`config.mk`:
```
export PLATFORM = sky130hd
export DESIGN_NAME = dmem_ctrl
export DESIGN_NICKNAME = d
export VERILOG_FILES = /design/src/rtl/dmem_ctrl.sv
export SDC_FILE = /design/constraint.sdc
export NUM_CORES = 1
export LEC_CHECK = 0
export ABC_AREA = 1
export BUFFER_PORTS_ARGS = -buffer_cell sky130_fd_sc_hd__buf_2
export CAP_MARGIN = 15
export CORE_AREA = 3 3 502 255
export CTS_CLUSTER_DIAMETER = 120
export DETAILED_ROUTE_END_ITERATION = 10
export DIE_AREA = 0 0 505 258
export SLEW_MARGIN = 15
export SYNTH_ARGS = -nofsm -noshare
export SYNTH_HDL_FRONTEND = slang
export SYNTH_SLANG_ARGS = --single-unit
```
`constraint.sdc`:
```
create_clock -name clk -period 3.1 [get_ports clk]
set_clock_uncertainty 0.1 [all_clocks]
set_input_delay 0.62 -clock clk [delete_from_list [all_inputs] [get_ports clk]]
set_output_delay 0.62 -clock clk [all_outputs]
set_load 0.05 [all_outputs]
```
`src/rtl/dmem_ctrl.sv`:
```
// Byte/half/word data memory with a valid/ready request/response handshake and fault reporting.
// Latency: LATENCY posedges from request accept to rsp_valid; one transaction outstanding.
// Backpressure: req_ready low in WAIT/RESP; RESP and its outputs hold until rsp_ready.
module dmem_ctrl #(
  parameter int DEPTH_WORDS = 32,
  parameter int LATENCY     = 1
) (
  input  logic        clk,
  input  logic        rst_n,
  input  logic        req_valid,
  output logic        req_ready,
  input  logic        req_write,
  input  logic [1:0]  req_size,
  input  logic        req_unsigned,
  input  logic [31:0] req_addr,
  input  logic [31:0] req_wdata,
  output logic        rsp_valid,
  input  logic        rsp_ready,
  output logic [31:0] rsp_rdata,
  output logic        rsp_err
);

  localparam int          AW         = $clog2(DEPTH_WORDS);
  localparam logic [31:0] ADDR_LIMIT = 32'(DEPTH_WORDS * 4);

  typedef enum logic [1:0] {IDLE, WAIT, RESP} state_t;

  state_t      state_q;
  logic [1:0]  cnt_q;
  logic        req_ready_q;
  logic        rsp_valid_q;
  logic        rsp_err_q;
  logic [31:0] rsp_rdata_q;

  // Word-organised storage; reset never touches it.
  logic [31:0] mem_q [DEPTH_WORDS] = '{default: '0};

  logic          accept;
  logic          acc_err;
  logic [AW-1:0] word_idx;
  logic [31:0]   rd_word;
  logic [7:0]    rd_byte;
  logic [15:0]   rd_half;
  logic [31:0]   load_data;
  logic [31:0]   rsp_rdata_d;

  // Decode the request: fault check, lane selection and load extension.
  always_comb begin
    accept   = req_valid && req_ready_q;
    acc_err  = (req_size == 2'b11) ||
               (req_size == 2'b01 && req_addr[0]) ||
               (req_size == 2'b10 && req_addr[1:0] != 2'b00) ||
               (req_addr >= ADDR_LIMIT);
    word_idx = req_addr[AW+1:2];
    rd_word  = mem_q[word_idx];
    rd_byte  = rd_word[{req_addr[1:0], 3'b000} +: 8];
    rd_half  = req_addr[1] ? rd_word[31:16] : rd_word[15:0];
    case (req_size)
      2'b00:   load_data = {{24{~req_unsigned & rd_byte[7]}}, rd_byte};
      2'b01:   load_data = {{16{~req_unsigned & rd_half[15]}}, rd_half};
      default: load_data = rd_word;
    endcase
    rsp_rdata_d = (acc_err || req_write) ? 32'h0 : load_data;
  end

  // Commit stores at the accept edge, touching only the addressed lanes.
  always_ff @(posedge clk) begin
    if (accept && req_write && !acc_err) begin
      case (req_size)
        2'b00: mem_q[word_idx][{req_addr[1:0], 3'b000} +: 8] <= req_wdata[7:0];
        2'b01: begin
          if (req_addr[1]) mem_q[word_idx][31:16] <= req_wdata[15:0];
          else             mem_q[word_idx][15:0]  <= req_wdata[15:0];
        end
        default: mem_q[word_idx] <= req_wdata;
      endcase
    end
  end

  // Transaction FSM with registered handshake outputs; the response is
  // captured at accept, so WAIT only counts the remaining edges.
  always_ff @(posedge clk or negedge rst_n) begin
    if (!rst_n) begin
      state_q     <= IDLE;
      cnt_q       <= 2'd0;
      req_ready_q <= 1'b1;
      rsp_valid_q <= 1'b0;
      rsp_rdata_q <= 32'h0;
      rsp_err_q   <= 1'b0;
    end else begin
      case (state_q)
        IDLE: begin
          if (accept) begin
            rsp_rdata_q <= rsp_rdata_d;
            rsp_err_q   <= acc_err;
            req_ready_q <= 1'b0;
            if (LATENCY == 1) begin
              state_q     <= RESP;
              rsp_valid_q <= 1'b1;
            end else begin
              // Edges still to spend in WAIT after this one.
              state_q <= WAIT;
              cnt_q   <= 2'(LATENCY - 1);
            end
          end
        end
        WAIT: begin
          cnt_q <= cnt_q - 2'd1;
          if (cnt_q == 2'd1) begin
            state_q     <= RESP;
            rsp_valid_q <= 1'b1;
          end
        end
        RESP: begin
          if (rsp_ready) begin
            state_q     <= IDLE;
            rsp_valid_q <= 1'b0;
            req_ready_q <= 1'b1;
          end
        end
        default: begin
          state_q     <= IDLE;
          rsp_valid_q <= 1'b0;
          req_ready_q <= 1'b1;
        end
      endcase
    end
  end

  assign req_ready = req_ready_q;
  assign rsp_valid = rsp_valid_q;
  assign rsp_rdata = rsp_rdata_q;
  assign rsp_err   = rsp_err_q;

endmodule
```
* Word-level counts from Yosys, hierarchy flattened *
Memories as Yosys holds them, arrays and structs flattened.
Cells that the tools add are included.

operators by class
  shift operators = 3
  bitwise logic cells = 68
  reduce and logical (&&, ||, !) cells = 17
  multiplexer cells = 92
  $add $sub $neg = 2
  order comparisons = 1
  eq/ne operators = 9

operators with widths
  cell                                                                    number
  1-bit two-way mux                                                       82
  32-bit two-way mux                                                      2
  1-bit bitwise OR                                                        64
  32-bit case mux with 2 select lines                                     1
  32-bit by 8-bit >= comparator with 1-bit output, second input constant  1
  8-bit by 7-bit variable shift with 32-bit output, first input constant  1
  32-bit by 6-bit indexed part select with 8-bit output                   1
  8-bit by 7-bit indexed part select with 32-bit output                   1
  16-bit two-way mux                                                      1
  5-bit negator with 7-bit output                                         1
  2-bit by 1-bit equality test with 1-bit output, second input constant   3
  2-bit equality test, second input constant                              3
  2-bit two-way mux                                                       3
  2-bit inequality test, second input constant                            3
  1-bit case mux with 3 select lines                                      2
  2-bit case mux with 3 select lines                                      1
  3-bit AND reduction                                                     2
  1-bit logical AND                                                       5
  2-bit logical NOT                                                       2
  1-bit logical OR                                                        4
  1-bit AND                                                               2
  1-bit inverter                                                          2
  2-bit AND reduction                                                     1
  2-bit nonzero test                                                      1
  3 further kinds                                                         3

storage, ports and cells
  bits of input ports = 72
  memory bits (writable) = 1024
  memories = 1
  register bits = 39

memory list
  name   depth  bits a word  rd ports  clocked after Yosys merged registers in  wr ports  RTL line  text
  mem_q  32     32           1         0                                        1         36        logic [31:0] mem_q [DEPTH_WORDS] = '{default: '0};

* Depth between registers and ports, before layout *
  depth in word-level cells = 11
  gate-level depth with buffers = 18

* Worst setup path after synthesis *
OpenSTA, ideal clock, no wires.

  path type = input -> register
  start = in req_addr[1]
  end = mem mem_q[0][10], data pin
  arrival = 3.500 ns
  path slack = -0.954 ns
  stages = 11
  library setup time = 0.454 ns
  cell sequence = buf_2 > clkinv_1 > clkbuf_1 > ha_1 > a21oi_1 > nand3b_1 > nor3_2 > nand2_1 > inv_1 > nand2_1 > o21ai_0

on the way
  word-level cells in the longest chain between the ends = 10
  elaborated cells on any way between the ends = 17
  classes of those cells = 1 x add/sub; 1 x order compare; 1 x shift; 8 x mux; 6 x reduce/logical

ends and longest elaborated chain
  item                                                                                     RTL line  text
  start: declaration                                                                       15        input logic [31:0] req_addr,
  branches (longest 9 deep; another with 32-bit by 8-bit >= comparator with 1-bit output)  n/a
  1-bit two-way mux (no line) (*)                                                          n/a
  end: declaration                                                                         36

Every way passes the cells marked *.

* Final worst setup path *
  start = in req_addr[0]
  end = mem mem_q[29][13], enable pin

on the way
  word-level cells in the longest chain between the ends = 10
  elaborated cells on any way between the ends = 19
  classes of those cells = 1 x add/sub; 1 x order compare; 1 x shift; 6 x mux; 2 x bitwise; 8 x reduce/logical

ends and longest elaborated chain
  item
  branches (longest 9 deep; another with 32-bit by 8-bit >= comparator with 1-bit output)
  1-bit bitwise OR (no line) (*)

Marked as above.

==> results.cfg <==
[run_status]
status = finished clean

[layout]
mostFrequentLayoutCells = 1024 x edfxtp_1, 967 x nand2_1, 448 x a22oi_1, 307 x buf_4, 175 x nor2_1
fin_area_um2 = 50900
fin_cells = 5291
drive_above_1_share_pct = 18.9
multi_input_area_um2 = 9370
layout_commonest_cell = edfxtp_1
layout.nets = 3615
diodes = 0
regArea_um2 = 31600
fillCellCount = 11300
area_growth_pct = 21.3
fin_util_pct = 41.3

[timing]
fmax_mhz = 374
rsz0062_at_grt = false
setup_viol = 0
fin_tns_setup_ns = 0
worst_pin_slew_ns = 0.881
min_period_over_period_pct = 86.3
setup_slack_ns = 0.426
max_slew_margin_pct = 41.3
finalHoldViolations = 0
drv_slew = 0
finalCriticalPeriod_ns = 2.67

[worst_setup_path]
path_common_cell = nand2_1
timing_worst_setup_path_type = primary input to flip-flop
cp.required_ns = 3.39
cpPeakStageDelay_ns = 0.27
critical_path_peak_fanout = 21
crit_chain = buf_2 -> inv_1 -> ha_4 -> a21oi_1 -> nand3b_1 -> nor3_2 -> nand2_1 -> nor3_2 -> nand2_1 -> nand2_1 -> inv_2 -> buf_12 -> nor2_1 -> buf_4
arrival_ns = 2.96
critPathSlowestCell = nor3_2
start_kind = primary input
worst_setup_path_end_kind = flip-flop

[clock_network]
cts_inserted_buffers = 98
cts_sinks = 1059
clockRootBuffer = clkbuf_16
cts_buffer_depth = 3
htreeDepth = 3
clk_latency_ns = 0.69
cts_tree = yes
cts_resized = 0
cts.reportedPaths.clkPinSlew_ns = 0.06

[global_route]
antenna_found_initial = 2
grt_pass1_wl_mm = 185
grt_use_total_pct = 19.1
overflow = 0
grt_max_degree = 65
grt_pass1_vias = 27600

[placed_design]
port_buffers = 106
post_dp_cell_area_um2 = 47700
dp_slack_ns = -0.222
gp_congestion = 0.902
hpwl_mm = 84.4
place_inst = 5112

[synthesis]
synth_fp_nets = 3203
async_reset_ff_share_pct = 3.31
yosysWarnings = 0
synth.distinct_cells = 35
synth_area_um2 = 42000
ys.flop_type = edfxtp_1
synth-edff-count = 1024
avgSynthCellArea_um2 = 13.4
ys_seq_area_share_pct = 75.3
syn_inst = 3127
synth-seq-cells = 1059

[routing]
antenna_left = 0
dr.first_iter.drc_count = 3024
detail_route.first_pass.iterations = 6
detail_route.wl_per_cell_um = 24.2
via_per_inst = 5.26
routed_wl_mm = 128
route.detailed.drc = 0
num_vias = 27900

[floorplan]
coreArea_um2 = 123000
die_area_um2 = 130000
fp.dieW_um = 505
die_h_um = 258
core.rowCount = 91
initial_utilization_pct = 34.0
top_level_ports = 107

[hold_path]
holdCritPathClass = primary input to flip-flop

[pwr]
power_leakage_nw = 18.3
ir_drop_v = 0.000457
powerDensity_nw_per_um2 = 591

[job]
max-cap-violations = 0
## metrics by stage
| step | total power, mW | hold slack, ns |
|---|---|---|
| 6_report | 30.1 | 0.0378 |
| 5_1_grt | 31.0 | 0.0429 |
| 4_1_cts | 30.2 | 0.0106 |
| 3_5_place_dp | 18.0 | 0.364 |
| 3_3_place_gp | 18.0 | 0.366 |
| 2_1_floorplan | 17.0 | 0.224 |
## cell families (layout without fill, tap and decap cells)
kind of cell | Yosys count | count (layout) | share of synthesized area [%]
AO/OA/AOI/OAI | 528 | 528 | 9.35
adder cells (fa/ha/maj) | 4 | 4 | 0.119
AND/OR/NAND/NOR | 1320 | 1320 | 12.6
buffers and inverters | 216 | 706 | 2.63
flip-flops | 1059 | 1059 | 75.3
## cell type report
| type | instances | share of cell area, % |
|---|---|---|
| Clock buffer | 118 | 5.11 |
| Clock inverter | 60 | 1.31 |
| Inverter | 35 | 0.302 |
| Multi-Input combinational cell | 1852 | 18.4 |
| Sequential cell | 1059 | 62.1 |
| Tap cell | 1674 | 4.11 |
| Timing Repair Buffer | 493 | 8.69 |
## layer usage
metal / up-vias / GRT usage (%) / share of wire [%]
met2: 1357 / 30.8 / 47
met3: 245 / 3.90 / 8.9
met5: - / 0 / 0.010
li1: 12300 / - / -
met1: 13900 / 25.5 / 41
met4: 2 / 7.14 / 3.8
## power by group
part	leakage, nW	internal [mW]	switching (mW)
Combinational	7.31	0.682	1.42
Sequential	9.42	15.6	0.0112
Clock	1.58	7.07	5.29
Total	18.3	23.4	6.72
## repair_timing
item / CTS / global route
buffers inserted: 0 / 0
hold buffers: 1 / 0
endpoints found under the setup margin: 0 / 0
hold endpoints to repair: 34 / 0
## flip-flops by register name, summed over array words and instances, names as in the netlist
signal,cells
mem_q,1024
req_ready,1
rsp_err,1
rsp_rdata,32
state_q,1
## worst max-delay path: cells and delay by family
kind | cells | cell delay [ns]
AO/OA/AOI/OAI | 1 | 0.12
adder cells (fa/ha/maj) | 1 | 0.14
AND/OR/NAND/NOR | 7 | 1.38
buffers and inverters | 5 | 0.67
## worst paths after layout
check	start	endpoint	slack (ns)	depth (start not counted)
worst max register to register	req_ready	mem_q[29][13]	0.69	10
min in group asynchronous	rst_n	rsp_rdata[13]	0.51	2
max in group asynchronous	rst_n	rsp_rdata[19]	1.84	2
worst max-delay path	req_addr[0]	mem_q[29][13]	0.43	14
worst min-delay path	rsp_ready	state_q[1]	0.04	2
worst min register to register	rsp_rdata[14]	rsp_rdata[14]	0.38	2
## cells in the mapped netlist (5+ instances only)
master / count / share of area (%)
buf_1: 7 / 0.063
nand2_1: 968 / 8.6
o21ai_1: 5 / 0.060
nor4_1: 5 / 0.074
dfrtp_1: 34 / 2.0
buf_2: 97 / 1.2
buf_6: 17 / 0.46
edfxtp_1: 1024 / 73
clkbuf_1: 49 / 0.44
nor3_1: 25 / 0.30
buf_4: 11 / 0.20
a21boi_0: 28 / 0.50
nor2_1: 183 / 1.6
nand3_1: 114 / 1.4
a22oi_1: 448 / 8.0
nor3_2: 9 / 0.21
o21ai_0: 7 / 0.083
nor3_4: 5 / 0.19
inv_2: 9 / 0.080
inv_1: 22 / 0.20
a21boi_1: 30 / 0.54
Note: power is estimated with default switching activity, not from simulation.
